**src/rtl/div_iter_if.sv**
```systemverilog
// Execute-stage divider bus: pipeline (master) <-> divider (slave).
// Signals:
//   div_startE, div_signedE, src_aE, src_bE  : operation request from E stage
//   flushE, stall_ext                         : hazard-unit cancel / cache hold
//   div_stallE, div_validE, hi_o, lo_o        : divider status and HI/LO results
interface div_iter_if #(
    parameter int unsigned WIDTH = 32
);
    logic             div_startE;
    logic             div_signedE;
    logic [WIDTH-1:0] src_aE;
    logic [WIDTH-1:0] src_bE;
    logic             flushE;
    logic             stall_ext;
    logic             div_stallE;
    logic             div_validE;
    logic [WIDTH-1:0] hi_o;
    logic [WIDTH-1:0] lo_o;

    modport master (
        output div_startE, div_signedE, src_aE, src_bE, flushE, stall_ext,
        input  div_stallE, div_validE, hi_o, lo_o
    );

    modport slave (
        input  div_startE, div_signedE, src_aE, src_bE, flushE, stall_ext,
        output div_stallE, div_validE, hi_o, lo_o
    );
endinterface

```
**src/rtl/div_iter.sv**
```systemverilog
// Iterative radix-2 restoring divider for MIPS DIV/DIVU (E stage).
// hi_o = remainder, lo_o = quotient; one instruction in flight.
// Ports:
//   clk     : rising-edge clock
//   resetn  : asynchronous active-low reset
//   bus     : div_iter_if.slave (request, flush/stall control, stall/valid, HI/LO)
// Optional build macro:
//   DIV_ZERO_FAST_EN : divide-by-zero skips the iteration and goes IDLE -> DONE.
module div_iter #(
    parameter int unsigned WIDTH = 32
) (
    input  logic       clk,
    input  logic       resetn,
    div_iter_if.slave  bus
);
    localparam int unsigned CNT_W = (WIDTH > 1) ? $clog2(WIDTH) : 1;
    localparam logic [CNT_W-1:0] LAST_CNT = CNT_W'(WIDTH - 1);

    localparam logic [1:0] IDLE = 2'd0;
    localparam logic [1:0] BUSY = 2'd1;
    localparam logic [1:0] DONE = 2'd2;

    logic [1:0]       state_q,   state_nxt;
    logic [CNT_W-1:0] count_q,   count_nxt;
    logic [WIDTH-1:0] rem_q,     rem_nxt;
    logic [WIDTH-1:0] quo_q,     quo_nxt;
    logic [WIDTH-1:0] div_q,     div_nxt;
    logic             neg_quo_q, neg_quo_nxt;
    logic             neg_rem_q, neg_rem_nxt;
    logic [WIDTH-1:0] hi_q,      hi_nxt;
    logic [WIDTH-1:0] lo_q,      lo_nxt;

    logic             a_neg_c;
    logic             b_neg_c;
    logic [WIDTH-1:0] a_abs_c;
    logic [WIDTH-1:0] b_abs_c;
    logic [WIDTH:0]   shifted_c;
    logic             ge_c;
    logic [WIDTH-1:0] rem_step_c;
    logic [WIDTH-1:0] quo_step_c;

    function automatic logic [WIDTH-1:0] neg_if(input logic n, input logic [WIDTH-1:0] v);
        return n ? (~v + WIDTH'(1)) : v;
    endfunction

    // Operand magnitudes; DIVU treats both operands as unsigned.
    always_comb begin
        a_neg_c = bus.div_signedE & bus.src_aE[WIDTH-1];
        b_neg_c = bus.div_signedE & bus.src_bE[WIDTH-1];
        a_abs_c = neg_if(a_neg_c, bus.src_aE);
        b_abs_c = neg_if(b_neg_c, bus.src_bE);
    end

    // One restoring step: shift rem:quo left, subtract divisor when it fits.
    // The shifted remainder needs WIDTH+1 bits; the difference always fits WIDTH.
    always_comb begin
        shifted_c  = {rem_q, quo_q[WIDTH-1]};
        ge_c       = shifted_c >= {1'b0, div_q};
        rem_step_c = ge_c ? (shifted_c[WIDTH-1:0] - div_q) : shifted_c[WIDTH-1:0];
        quo_step_c = {quo_q[WIDTH-2:0], ge_c};
    end

    // Next-state and datapath update.
    always_comb begin
        state_nxt   = state_q;
        count_nxt   = count_q;
        rem_nxt     = rem_q;
        quo_nxt     = quo_q;
        div_nxt     = div_q;
        neg_quo_nxt = neg_quo_q;
        neg_rem_nxt = neg_rem_q;
        hi_nxt      = hi_q;
        lo_nxt      = lo_q;

        if (bus.flushE) begin
            state_nxt = IDLE;
        end else begin
            case (state_q)
                IDLE: begin
                    if (bus.div_startE) begin
                        rem_nxt     = '0;
                        quo_nxt     = a_abs_c;
                        div_nxt     = b_abs_c;
                        neg_quo_nxt = a_neg_c ^ b_neg_c;
                        neg_rem_nxt = a_neg_c;
                        count_nxt   = '0;
                        state_nxt   = BUSY;
`ifdef DIV_ZERO_FAST_EN
                        // Divide by zero: iterative result is known up front.
                        if (b_abs_c == '0) begin
                            hi_nxt    = neg_if(a_neg_c, a_abs_c);
                            lo_nxt    = neg_if(a_neg_c ^ b_neg_c, '1);
                            state_nxt = DONE;
                        end
`endif
                    end
                end
                BUSY: begin
                    rem_nxt   = rem_step_c;
                    quo_nxt   = quo_step_c;
                    count_nxt = count_q + CNT_W'(1);
                    if (count_q == LAST_CNT) begin
                        hi_nxt    = neg_if(neg_rem_q, rem_step_c);
                        lo_nxt    = neg_if(neg_quo_q, quo_step_c);
                        state_nxt = DONE;
                    end
                end
                DONE: begin
                    // Leaving DONE is the cycle the instruction leaves E.
                    if (!bus.stall_ext) begin
                        state_nxt = IDLE;
                    end
                end
                default: begin
                    state_nxt = IDLE;
                end
            endcase
        end
    end

    always_ff @(posedge clk or negedge resetn) begin
        if (!resetn) begin
            state_q   <= IDLE;
            count_q   <= '0;
            rem_q     <= '0;
            quo_q     <= '0;
            div_q     <= '0;
            neg_quo_q <= 1'b0;
            neg_rem_q <= 1'b0;
            hi_q      <= '0;
            lo_q      <= '0;
        end else begin
            state_q   <= state_nxt;
            count_q   <= count_nxt;
            rem_q     <= rem_nxt;
            quo_q     <= quo_nxt;
            div_q     <= div_nxt;
            neg_quo_q <= neg_quo_nxt;
            neg_rem_q <= neg_rem_nxt;
            hi_q      <= hi_nxt;
            lo_q      <= lo_nxt;
        end
    end

    // Stall and valid are combinational so the hazard unit sees them in the same cycle.
    assign bus.div_stallE = ~bus.flushE & (((state_q == IDLE) & bus.div_startE) | (state_q == BUSY));
    assign bus.div_validE = (state_q == DONE) & ~bus.flushE;
    assign bus.hi_o       = hi_q;
    assign bus.lo_o       = lo_q;
endmodule

```
**src/flat_wrapper.sv**
```systemverilog
// flat-port wrapper written by rule: the top's interface ports become plain ports
module div_iter_flat 
#(
    parameter int unsigned WIDTH = 32
)
  (clk, resetn, bus_div_startE, bus_div_signedE, bus_src_aE, bus_src_bE, bus_flushE, bus_stall_ext, bus_div_stallE, bus_div_validE, bus_hi_o, bus_lo_o);
  div_iter_if #(.WIDTH(WIDTH)) bus_i ();
  input  logic clk;
  input  logic resetn;
  input wire logic [$bits(bus_i.div_startE)-1:0] bus_div_startE;
  input wire logic [$bits(bus_i.div_signedE)-1:0] bus_div_signedE;
  input wire logic [$bits(bus_i.src_aE)-1:0] bus_src_aE;
  input wire logic [$bits(bus_i.src_bE)-1:0] bus_src_bE;
  input wire logic [$bits(bus_i.flushE)-1:0] bus_flushE;
  input wire logic [$bits(bus_i.stall_ext)-1:0] bus_stall_ext;
  output wire logic [$bits(bus_i.div_stallE)-1:0] bus_div_stallE;
  output wire logic [$bits(bus_i.div_validE)-1:0] bus_div_validE;
  output wire logic [$bits(bus_i.hi_o)-1:0] bus_hi_o;
  output wire logic [$bits(bus_i.lo_o)-1:0] bus_lo_o;
  assign bus_i.div_startE = bus_div_startE;
  assign bus_i.div_signedE = bus_div_signedE;
  assign bus_i.src_aE = bus_src_aE;
  assign bus_i.src_bE = bus_src_bE;
  assign bus_i.flushE = bus_flushE;
  assign bus_i.stall_ext = bus_stall_ext;
  assign bus_div_stallE = bus_i.div_stallE;
  assign bus_div_validE = bus_i.div_validE;
  assign bus_hi_o = bus_i.hi_o;
  assign bus_lo_o = bus_i.lo_o;
  div_iter #(.WIDTH(WIDTH)) u_core (.clk(clk), .resetn(resetn), .bus(bus_i));
endmodule
```
**config.mk**
```make
export PLATFORM = sky130hd
export DESIGN_NAME = div_iter_flat
export DESIGN_NICKNAME = d
export VERILOG_FILES = /design/src/rtl/div_iter_if.sv /design/src/rtl/div_iter.sv /design/src/flat_wrapper.sv
export SDC_FILE = /design/constraint.sdc
export NUM_CORES = 1
export LEC_CHECK = 0
export CORE_ASPECT_RATIO = 0.8
export CORE_MARGIN = 2
export CORE_UTILIZATION = 55
export DETAILED_ROUTE_END_ITERATION = 16
export DONT_BUFFER_PORTS = 1
export PLACE_DENSITY_LB_ADDON = 0.25
export REMOVE_ABC_BUFFERS = 1
export SLEW_MARGIN = 20
export SYNTH_ARGS = -nofsm -noshare
export SYNTH_HDL_FRONTEND = slang
export SYNTH_SLANG_ARGS = --single-unit
export TNS_END_PERCENT = 1
```
**constraint.sdc**
```tcl
create_clock -name clk -period 6.1 [get_ports clk]
set_input_delay 1.22 -clock clk [delete_from_list [all_inputs] [get_ports clk]]
set_output_delay 1.22 -clock clk [all_outputs]
set_load 0.1 [all_outputs]
```
== After elaboration in Yosys (flattened, before gate mapping) ==
Cells that the tools add are included.

* Memories: 0
* ROM bits: 0
* Register bits: 169
* Memory bits (writable): 0
* Output and inout bits: 66
* Latch bits: 0
* Logic and storage cells: 57

* Reduce and logical (&&, ||, !) cells: 6
* Shifts and indexed selects: 0
* Multiply operators: 0
* Magnitude comparators: 1
* Bitwise gates (word level): 12
* Div/mod/pow operators: 0
* Add/subtract/negate cells: 6
* Eq/ne operators: 7
* Mux-type cells: 16

{| class="wikitable"
|+ Operators with widths
! operator !! number
|-
| $mux W32 || 7
|-
| $add A32 B1 Y32 const B || 4
|-
| $not A32 Y32 || 4
|-
| $pmux W32 S2 || 2
|-
| $ge A33 B32 Y1 || 1
|-
| $sub A32 B32 Y32 || 1
|-
| $reduce_and A3 Y1 || 4
|-
| $pmux W5 S2 || 1
|-
| $mux W2 || 4
|-
| $ne A3 B3 Y1 const B || 2
|-
| $pmux W2 S3 || 1
|-
| $add A5 B1 Y5 const B || 1
|-
| $and A1 B1 Y1 || 5
|-
| $eq A5 B5 Y1 const B || 1
|-
| $mux W5 || 1
|-
| $ne A3 B2 Y1 const B || 1
|-
| $eq A2 B1 Y1 const B || 1
|-
| $eq A2 B2 Y1 const B || 1
|-
| $logic_not A2 Y1 || 1
|-
| $ne A2 B2 Y1 const B || 1
|-
| $reduce_bool A2 Y1 || 1
|-
| $not A1 Y1 || 1
|-
| $or A1 B1 Y1 || 1
|-
| $xor A1 B1 Y1 || 1
|}

== Longest topological paths before layout ==
Gate-level depths: netlist of the first run.

* Depth after elaboration: 5
* Mapped depth: 24
* Mapped depth without buffers: 19

== Least setup slack after synthesis of the first run ==
No wires, ideal clock.

* Kind: register to register
* Start: register u_core.rem_q[0]
* End: register u_core.hi_q[30] (netlist: u_core.bus.hi_o[30])
* Setup time: 0.130 ns
* Path buffers: 4
* Cell stages (with the launch flop): 23
* Arrival: 4.886 ns
* Slack: 1.085 ns
* Path through: dfrtp_1 ha_1 nor2b_1 o2111ai_1 a2111oi_2 o211a_1 or2_1 buf_6 buf_2 buf_2 buf_1 nand2_1 o21ai_0 ha_1 nand2_1 or4_1 nor3_1 a31oi_1 or2_1 or3_4 o41ai_2 xnor2_1 o21ai_1

* Word-level cells in the longest chain between the ends: 5

{| class="wikitable"
|+ Ends and longest elaborated chain
! element !! RTL line !! source
|-
| from (decl) || div_iter.sv:25 || <nowiki>logic [WIDTH-1:0] rem_q, rem_nxt;</nowiki>
|-
| from (signal assigned) || div_iter.sv:135 || <nowiki>rem_q <= rem_nxt;</nowiki>
|-
| $sub A32 B32 Y32 / $ge A33 B32 Y1 (equally long branches) || div_iter.sv:59, div_iter.sv:58 ||
|-
| $mux W32 (*) || div_iter.sv:59 || <nowiki>rem_step_c = ge_c ? (shifted_c[WIDTH-1:0] - div_q) : shifted_c[WIDTH-1:0];</nowiki>
|-
| $not A32 Y32 || div_iter.sv:43 || <nowiki>return n ? (~v + WIDTH'(1)) : v;</nowiki>
|-
| $add A32 B1 Y32 || div_iter.sv:43 ||
|-
| $mux W32 (*) || div_iter.sv:43 ||
|-
| to (signal assigned) || div_iter.sv:140 || <nowiki>hi_q <= hi_nxt;</nowiki>
|-
| to (decl) || div_iter.sv:30 || <nowiki>logic [WIDTH-1:0] hi_q, hi_nxt;</nowiki>
|}

Mark *: on every way between the ends. The rest lies on a longest branch, timed or not.
A chain may end at the register's enable or synchronous reset.

== Final worst setup path of the first run ==
* Start: register u_core.rem_q[17]
* End: register u_core.hi_q[30] (netlist: u_core.bus.hi_o[30])

The elaborated chain is that of the path after synthesis.

==> impl_metrics.json, run 1 <==
{
  "status": "finished, final reports clean",
  "initial_core_util": 0.5595,
  "required_ns": 6.40,
  "drive_gt1_frac": 0.05895,
  "die_width_um": 166.2,
  "crit_path_start_kind": "flop",
  "rsz0062_at_grt": "false",
  "clkSinkCount": 169,
  "finalNetCount": 1453,
  "fin_setup_tns_ns": 0,
  "p_leak_uw": 0.005256,
  "grt_usage": 0.2877,
  "cts_buffer_depth": 2,
  "synth_edf_count": 0,
  "final_common_cell": "nand2_1",
  "final_util": 0.5945,
  "synth-seq-cells": 169,
  "cp_max_fo": 10,
  "hpwl_um": 23050,
  "drc": 0,
  "relSlewSlack": 0.3105,
  "criticalPathCategory": "reg -> reg",
  "vdd_ir_drop_max_v": 0.0003180,
  "die_h_um": 133.8,
  "crit_path_end_kind": "flop",
  "dieArea_mm2": 0.02224,
  "layout_common_cells": "nand2_1, o21ai_0, dfrtp_1",
  "cts_max_level": 4,
  "drt_pass1_iterations": 6,
  "antenna_found_initial": 0,
  "ys_seq_area_frac": 0.3652,
  "seqCellArea_mm2": 0.004229,
  "multi_input_area_mm2": 0.006835,
  "gr-total-overflow": 0,
  "drv_slew": 0,
  "rows": 47,
  "ant_nets": 0,
  "num_vias": 10180,
  "r2r-end": "u_core.bus.hi_o[30]",
  "io_pins": 136,
  "ctsHoldBuffers": 0,
  "period_needed_ns": 5.273,
  "yosysWarnings": 0,
  "hold_class": "in -> async",
  "grt_pass1_vias": 9712,
  "antennaDiodeCount": 0,
  "synth.distinct_cells": 81,
  "rr_startpoint": "u_core.rem_q[17]",
  "fmax_mhz": 189.6,
  "cts.clk_slew.worst_paths_ns": 0.07,
  "cts-buffers-inserted": 17,
  "finalHoldViolCount": 0,
  "portBuffers": 0,
  "power_density_mw_per_mm2": 512.9,
  "routed_via_density": 6.263,
  "cts-root-buf": "clkbuf_16",
  "final.period_utilization": 0.8645,
  "grt_max_degree": 170,
  "cts_resized": 0,
  "cp.arrival_ns": 5.57,
  "syn_to_final_growth_pct": 6.256,
  "post-cts-setup-buffer-count": 0,
  "total_power_uw": 6311,
  "rrSetupSlack_ns": 0.83,
  "clock_latency_ns": 0.44,
  "setup_viol": 0,
  "cts_tree": "built",
  "synth_cells": 1386,
  "ys.flop_type": "dfrtp_1",
  "async_flop_share": 1.000,
  "core_mm2": 0.02070,
  "worst_slew_pin_slew_ns": 1.031,
  "fin_skew_ns": 0.01504,
  "drt_first_iter_violations": 938,
  "grt_pass1_wl_um": 51450,
  "maxCapViolations": 0,
  "gp_congestion": 0.9763,
  "drt_wl_total_um": 31940,
  "syn_area_mm2": 0.01158,
  "syn_area_per_cell_um2": 8.356,
  "worstRegToRegCells": 18,
  "wl_per_cell_um": 19.64,
  "fillers": 1877
}
## cell type report
| cell class | count | area share |
|---|---|---|
| timing repair buffer | 12 | 0.008744 |
| sequential | 169 | 0.3437 |
| inverter | 59 | 0.01800 |
| multi-input combinational | 1085 | 0.5555 |
| clock buffer | 19 | 0.03599 |
| clock inverter | 13 | 0.01078 |
| tap | 269 | 0.02735 |
## metal layers
| layer | vias up | global-route usage | wire length (um) |
|---|---|---|---|
| li1 | 4859 | - | - |
| met1 | 4880 | 0.3950 | 14270 |
| met2 | 380 | 0.4331 | 13850 |
| met3 | 65 | 0.09147 | 2947 |
| met4 | 0 | 0.09818 | 877 |
| met5 | - | 0 | 0 |
## through the flow
step           setup slack (ns)  cell area [um2]  hold slack [ns]  cells
6_report                 0.8265            12310           0.4765   1626
5_1_grt                  0.5232            12310           0.4581   1626
4_1_cts                  0.9839            12310           0.4646   1626
3_5_place_dp             0.9977            11730           0.4700   1594
3_3_place_gp              1.194            11730           0.4597   1594
2_1_floorplan           0.01056            11250           0.4453   1313
## sequential cells by signal, indices dropped and copies added (netlist names)
signal	cells
u_core.bus.hi_o	32
u_core.bus.lo_o	32
u_core.count_q	5
u_core.div_q	32
u_core.neg_quo_q	1
u_core.neg_rem_q	1
u_core.quo_q	32
u_core.rem_q	32
u_core.state_q	2
## how the worst max path moves through the flow
stage / start / endpoint / slack, ns / cells past startpoint
2_1_floorplan: u_core.rem_q[0] / u_core.bus.hi_o[30] / 0.01 / 18
3_3_place_gp: u_core.rem_q[9] / u_core.bus.hi_o[30] / 1.19 / 18
3_5_place_dp: u_core.rem_q[19] / u_core.bus.hi_o[30] / 1.0 / 18
4_1_cts: u_core.rem_q[19] / u_core.bus.hi_o[30] / 0.98 / 18
5_1_grt: u_core.rem_q[19] / u_core.bus.hi_o[30] / 0.52 / 18
6_report: u_core.rem_q[17] / u_core.bus.hi_o[30] / 0.83 / 18
## synthesized netlist by cell type, types with 6 or more instances
master	count	area (um2)
nand2_1	215	807.0
o21ai_0	203	1016
dfrtp_1	169	4229
a21oi_1	73	365.4
xor2_1	69	604.3
xnor2_1	67	586.8
nor2_1	64	240.2
inv_1	58	217.7
clkbuf_1	53	198.9
ha_1	38	475.5
nor3_1	32	160.2
a22oi_1	31	232.7
o31ai_1	24	180.2
mux2i_1	22	220.2
nor4_1	16	100.1
nand3_1	15	75.07
or3_1	15	93.84
buf_2	12	60.06
a31oi_1	11	68.82
and3_1	11	68.82
nand2b_1	11	68.82
and2_1	10	62.56
nand4_1	10	62.56
o21ai_1	10	50.05
o41ai_1	9	78.83
or4_1	9	67.56
a21o_1	7	52.55
nor2b_1	7	43.79
o21a_1	7	52.55
a22o_1	6	52.55
mux2_2	6	67.56
## critical path, stage by stage, from the launching register on
cell and delay [ns]:
dfrtp_1 0.44, ha_1 0.43, a21oi_1 0.29, nor4_1 0.11, a311oi_2 0.42, o211ai_1 0.21
or2_2 0.37, inv_2 0.07, mux2i_1 0.29, ha_1 0.27, nand2_1 0.08, or4_1 0.53
nor3_1 0.30, a31oi_1 0.12, or2_1 0.34, or3_4 0.37, o41ai_2 0.26, xnor2_1 0.16
o21ai_1 0.07
## cell families (layout without fill, tap and decap cells)
logic type | count (synthesis) | after routing | share of synthesized area
xor+xnor | 136 | 136 | 0.1029
buf+inv | 132 | 103 | 0.04743
mux | 29 | 29 | 0.02679
flops | 169 | 169 | 0.3652
simple gates | 444 | 444 | 0.1819
compound gates | 437 | 437 | 0.2330
fa+ha+maj | 39 | 39 | 0.04278
## where the power goes
part           total [uW]  switching, uW  internal, uW
logic                3720           2330          1390
registers            1520            226          1300
clock network        1070            516           553
(Power assumes the default switching activity.)
==> inputs of run 2 (changes only) <==
--- a/config.mk
+++ b/config.mk
@@ -8,9 +8,10 @@
 export CORE_ASPECT_RATIO = 0.8
 export CORE_MARGIN = 2
 export CORE_UTILIZATION = 55
+export CTS_CLUSTER_DIAMETER = 80
 export DETAILED_ROUTE_END_ITERATION = 16
 export DONT_BUFFER_PORTS = 1
-export PLACE_DENSITY_LB_ADDON = 0.25
+export PLACE_DENSITY = 0.71
 export REMOVE_ABC_BUFFERS = 1
 export SLEW_MARGIN = 20
 export SYNTH_ARGS = -nofsm -noshare
==> constraint.sdc (replaced) <==
create_clock -name clk -period 4.28 [get_ports clk]
set_input_delay 0.856 -clock clk [delete_from_list [all_inputs] [get_ports clk]]
set_output_delay 0.856 -clock clk [all_outputs]
set_load 0.1 [all_outputs]
==> run 2 against run 1 <==
The flow now finishes with violations (negative setup slack). Core utilization increased by 6.8 points. Worst setup slack got worse by 1.0 ns. Final cell count increased by 9.0%. Largest power group unchanged.
==> impl_metrics.json, run 2 (synthesis results as in run 1) <==
{
  "status": "complete, but fails checks",
  "violations": "negative setup slack",
  "clock_latency_ns": 0.44,
  "cp_top_family": "simple AND/OR/NAND/NOR gates",
  "dp_slack_ns": -0.5441,
  "initial_core_util": 0.5595,
  "cts-root-buf": "clkbuf_16",
  "placed_cell_area_mm2": 0.01278,
  "p_int_uw": 5577,
  "final_common_cell": "nand2_1",
  "portBuffers": 0,
  "gr-usage-met1": 0.4457,
  "drt_wl_total_um": 34540,
  "layout_common_cells": "nand2_1, o21ai_0, dfrtp_1",
  "routed_via_density": 6.008,
  "p_sw_uw": 4816,
  "cp_max_fo": 5,
  "setup_ws_ns": -0.1993,
  "setup_viol": 6,
  "rsz0062_at_grt": "true",
  "r2r-end": "u_core.bus.hi_o[30]",
  "num_vias": 10650,
  "gp_congestion": 1.001,
  "crit_path_end_kind": "flop",
  "cts.clk_slew.worst_paths_ns": 0.08,
  "slowest_delay_ns": 0.52,
  "crit_path_start_kind": "flop",
  "criticalPathCategory": "reg -> reg",
  "rows": 47,
  "switching_share": 0.4634,
  "maxCapViolations": 0,
  "core_mm2": 0.02070,
  "die_width_um": 166.2,
  "final_util": 0.6624,
  "met3_usage": 0.1000,
  "final.period_utilization": 1.047,
  "required_ns": 4.58,
  "total_power_uw": 10390,
  "grt_pass1_wl_um": 54620,
  "finalNetCount": 1599,
  "cts-buffers-inserted": 17,
  "fmax_mhz": 223.2,
  "drc": 0,
  "p_leak_uw": 0.006004,
  "grt_max_degree": 170,
  "slowest_stage": "or4_4",
  "drt_first_iter_violations": 929,
  "hpwl_um": 25410,
  "multi_input_area_mm2": 0.007126,
  "crit_path_cell_trace": "inv_1 > ha_4 > buf_4 > and3_1 > and3_1 > nand4_1 > o211ai_1 > or2_4 > inv_4 > mux2i_2 > ha_2 > nand2_2 > or4_4 > nor3_2 > a31oi_1 > or2_4 > or3_4 > o41ai_4 > xnor2_1 > o21ai_1",
  "grt_use_met2": 0.4553,
  "postLayoutCellArea_mm2": 0.01371,
  "die_h_um": 133.8,
  "power_density_mw_per_mm2": 757.9,
  "drive_gt1_frac": 0.1730,
  "grt_pass1_vias": 10120,
  "dieArea_mm2": 0.02224,
  "vdd_ir_drop_max_v": 0.0004225,
  "io_pins": 136,
  "grt.busiest_layer": "met2",
  "ctsHoldBuffers": 0,
  "drv_slew": 0,
  "critPathBufInv": 3,
  "antenna_found_initial": 1,
  "hold_class": "in -> async",
  "seq_power_share": 0.206,
  "rr_startpoint": "u_core.div_q[27]",
  "cp.arrival_ns": 4.78,
  "relSlewSlack": 0.3594,
  "grt_usage": 0.3095,
  "fin_skew_ns": 0.01695,
  "cts_max_level": 4,
  "wl_per_cell_um": 19.48,
  "cts_buffer_depth": 2,
  "gr-total-overflow": 0,
  "drt_pass1_iterations": 5,
  "combPwrFrac": 0.643,
  "worst_slew_pin_slew_ns": 0.9609,
  "worstRegToRegCells": 20,
  "cts_tree": "built",
  "syn_to_final_growth_pct": 18.40,
  "whs_ns": 0.1053,
  "p_clk_frac": 0.151,
  "period_needed_ns": 4.479,
  "finalHoldViolCount": 0,
  "rrSetupSlack_ns": -0.20,
  "seqCellArea_mm2": 0.004232,
  "fillers": 1790,
  "clkSinkCount": 169,
  "ant_nets": 0
}
[run 2: changes by cell type in the layout (fill, tap and decap cells not counted), sizes merged]
cell | before | now
diode | 0 | 1
clkinv | 5 | 9
clkinvlp | 2 | 0
buf | 11 | 157
inv | 65 | 64
clkbuf | 20 | 19
[run 2: power groups by stage]
stage               sequential, uW  clock, uW  combinational [uW]
global placement              2130          0                6090
global route                  2180       1640                7250
CTS                           2120       1570                6400
finish                        2150       1570                6680
floorplan                     2100          0                3920
detailed placement            2140          0                6160
[run 2: final cells by class]
class,instances,share of cell area
inverter,59,0.01633
sequential,169,0.3086
tap,269,0.02455
antenna,1,0.0001825
multi-input combinational,1085,0.5197
timing repair buffer,158,0.08778
clock inverter,14,0.01159
clock buffer,18,0.03130
[run 2: how the worst max path moves through the flow]
stage | slack (ns) | to | depth (start not counted) | start
after CTS | -0.25 | u_core.bus.hi_o[30] | 19 | u_core.rem_q[10]
after floorplan | -1.81 | u_core.bus.hi_o[30] | 18 | u_core.rem_q[0]
after global routing | -0.38 | u_core.bus.hi_o[30] | 19 | u_core.rem_q[28]
after global placement | -0.39 | u_core.bus.hi_o[30] | 19 | u_core.div_q[28]
after detailed placement | -0.54 | u_core.bus.hi_o[30] | 19 | u_core.div_q[28]
final | -0.20 | u_core.bus.hi_o[30] | 20 | u_core.div_q[27]
[run 2: per-stage QoR]
step                setup TNS [ns]  cells
floorplan                   -36.54   1313
global placement            -2.301   1733
detailed placement          -3.802   1733
CTS                         -1.051   1768
global route                -2.763   1772
finish                     -0.7091   1773
[run 2: timing repair]
action / CTS / global route
hold endpoints to repair: 0 / 0
buffers inserted: 3 / 4
endpoints found under the setup margin: 13 / 16
resized for setup: 22 / 27
pin swaps: 8 / 14
[run 2: worst reg2reg max path, delay by kind of cell (launching register included)]
family          cells  cell delay (ns)
buf+inv             3             0.33
fa+ha+maj           2             0.47
flops               1             0.40
xor+xnor            1             0.15
compound gates      4             0.53
mux                 1             0.23
simple gates        9             2.22
[run 2: metal layers]
metal	vias up	part of all wire
met4	0	0.016
li1	5153	-
met3	49	0.10
met1	5021	0.45
met2	430	0.43
met5	-	0
==> inputs of run 3 (changes only) <==
--- a/config.mk
+++ b/config.mk
@@ -5,7 +5,6 @@
 export SDC_FILE = /design/constraint.sdc
 export NUM_CORES = 1
 export LEC_CHECK = 0
-export CORE_ASPECT_RATIO = 0.8
 export CORE_MARGIN = 2
 export CORE_UTILIZATION = 55
 export CTS_CLUSTER_DIAMETER = 80
==> run 3 against run 2 <==
The run still ends with negative setup slack left. Wire length down 4.0%. Core utilization fell by 0.77 points. Maximum frequency down 2.3%. Die area barely moved. Highest routed layer unchanged. Largest cell class unchanged. Clock skew fell by 0.0023 ns.
==> impl_metrics.json, run 3 (synthesis results as in run 1) <==
{
  "status": "complete, but fails checks",
  "violations": "negative setup slack",
  "io_pins": 136,
  "wl_per_cell_um": 18.64,
  "required_ns": 4.58,
  "placed_cell_area_mm2": 0.01283,
  "crit_path_end_kind": "flop",
  "grt_usage": 0.3046,
  "period_needed_ns": 4.584,
  "multi_input_area_mm2": 0.007022,
  "drv_slew": 0,
  "setup_viol": 7,
  "die_width_um": 149.1,
  "die_h_um": 149.1,
  "hpwl_um": 24580,
  "cts_max_level": 4,
  "criticalPathCategory": "reg -> reg",
  "fin_setup_tns_ns": -1.395,
  "antenna_found_initial": 0,
  "gr-total-overflow": 0,
  "drt_wl_total_um": 33160,
  "dp_slack_ns": -0.4450,
  "ant_nets": 0,
  "cp.arrival_ns": 4.88,
  "total_power_uw": 10220,
  "drive_gt1_frac": 0.1656,
  "hold_class": "in -> async",
  "postLayoutCellArea_mm2": 0.01363,
  "drt_pass1_iterations": 6,
  "r2r-end": "u_core.bus.hi_o[30]",
  "rows": 53,
  "routed_via_density": 5.963,
  "drt_first_iter_violations": 709,
  "clock_latency_ns": 0.44,
  "rrSetupSlack_ns": -0.30,
  "final.period_utilization": 1.071,
  "worst_slew_pin_slew_ns": 0.9709,
  "maxCapViolations": 0,
  "fmax_mhz": 218.2,
  "final_common_cell": "nand2_1",
  "crit_path_start_kind": "flop",
  "grt_pass1_vias": 10430,
  "layout_common_cells": "nand2_1, o21ai_0, dfrtp_1",
  "cts.clk_slew.worst_paths_ns": 0.08,
  "syn_to_final_growth_pct": 17.72,
  "fin_skew_ns": 0.01461,
  "relSlewSlack": 0.3528,
  "slowest_delay_ns": 0.54,
  "portBuffers": 0,
  "slowest_stage": "or4_1",
  "seqCellArea_mm2": 0.004229,
  "finalNetCount": 1600,
  "worstRegToRegCells": 19,
  "cts-buffers-inserted": 17,
  "vdd_ir_drop_max_v": 0.0004568,
  "power_density_mw_per_mm2": 749.9,
  "crit_path_cell_trace": "ha_1 > buf_4 > and3_1 > and3_1 > nand4_1 > o211ai_1 > or2_4 > inv_2 > mux2i_2 > ha_2 > nand2_1 > or4_1 > nor3_1 > a31oi_1 > or2_1 > or3_4 > o41ai_4 > xnor2_1 > o21ai_1",
  "grt_max_degree": 170,
  "fillers": 1774,
  "cts-root-buf": "clkbuf_16",
  "initial_core_util": 0.5562,
  "grt_pass1_wl_um": 53520,
  "p_leak_uw": 0.006007,
  "finalHoldViolCount": 0,
  "num_vias": 10610,
  "ctsHoldBuffers": 0,
  "drc": 0,
  "rr_startpoint": "u_core.rem_q[26]",
  "antennaDiodeCount": 0,
  "cp_max_fo": 5,
  "rsz0062_at_grt": "true",
  "setup_ws_ns": -0.3037,
  "clkSinkCount": 169,
  "gp_congestion": 0.9580,
  "cts_buffer_depth": 2,
  "core_mm2": 0.02082,
  "crit_path_frequent_cell": "and3_1",
  "dieArea_mm2": 0.02223,
  "cts_tree": "built",
  "whs_ns": 0.1120
}
[run 3: cell count changes in the layout (fill, tap and decap cells not counted), sizes merged]
| cell | before | now |
|---|---|---|
| inv | 64 | 69 |
| clkbuf | 19 | 18 |
| buf | 157 | 158 |
| diode | 1 | 0 |
| clkinv | 9 | 5 |
[run 3: how the worst max path moves through the flow]
stage / from / endpoint / slack [ns] / cells past startpoint
2_1_floorplan: u_core.rem_q[0] / u_core.bus.hi_o[30] / -1.81 / 18
3_3_place_gp: u_core.div_q[28] / u_core.bus.hi_o[30] / -0.34 / 19
3_5_place_dp: u_core.div_q[28] / u_core.bus.hi_o[30] / -0.44 / 19
4_1_cts: u_core.div_q[8] / u_core.bus.hi_o[30] / -0.32 / 20
5_1_grt: u_core.rem_q[28] / u_core.bus.hi_o[30] / -0.52 / 19
6_report: u_core.rem_q[26] / u_core.bus.hi_o[30] / -0.30 / 19
[run 3: timing repair]
item	CTS	global route
pin swaps	2	8
resized for setup	10	19
buffers inserted	0	3
setup endpoints to repair	11	18
[run 3: worst max-delay path, delay by kind of cell (launching register included)]
| kind | cells | cell delay (ns) |
|---|---|---|
| AO/OA/AOI/OAI | 4 | 0.52 |
| XOR/XNOR | 1 | 0.15 |
| adder cells (fa/ha/maj) | 2 | 0.54 |
| buffers and inverters | 2 | 0.23 |
| flip-flops | 1 | 0.42 |
| multiplexers | 1 | 0.23 |
| AND/OR/NAND/NOR | 9 | 2.34 |
[run 3: through the flow]
stage,util,instances
6_report,0.6547,1779
4_1_cts,0.6467,1776
3_3_place_gp,0.6162,1744
3_5_place_dp,0.6162,1744
2_1_floorplan,-,1313
5_1_grt,0.6547,1779
[run 3: area by class of cell]
cell class	count	share of cell area
clock buffer	17	0.03120
inverter	59	0.01624
clock inverter	15	0.01230
multi-input combinational	1085	0.5151
timing repair buffer	159	0.08976
sequential	169	0.3102
tap	275	0.02524
[run 3: routing by layer]
layer / vias up / GRT usage / part of all wire
li1: 5140 / - / -
met4: 0 / 0.08857 / 0.021
met2: 339 / 0.5035 / 0.47
met5: - / 0 / 0
met3: 50 / 0.06911 / 0.066
met1: 5079 / 0.4015 / 0.44
[run 3: where the power goes]
part           leakage, uW  switching (uW)  internal [uW]
Combinational      0.00347            3660           2880
Sequential         0.00224             277           1850
Clock             0.000292             769            789
Total              0.00601            4710           5510
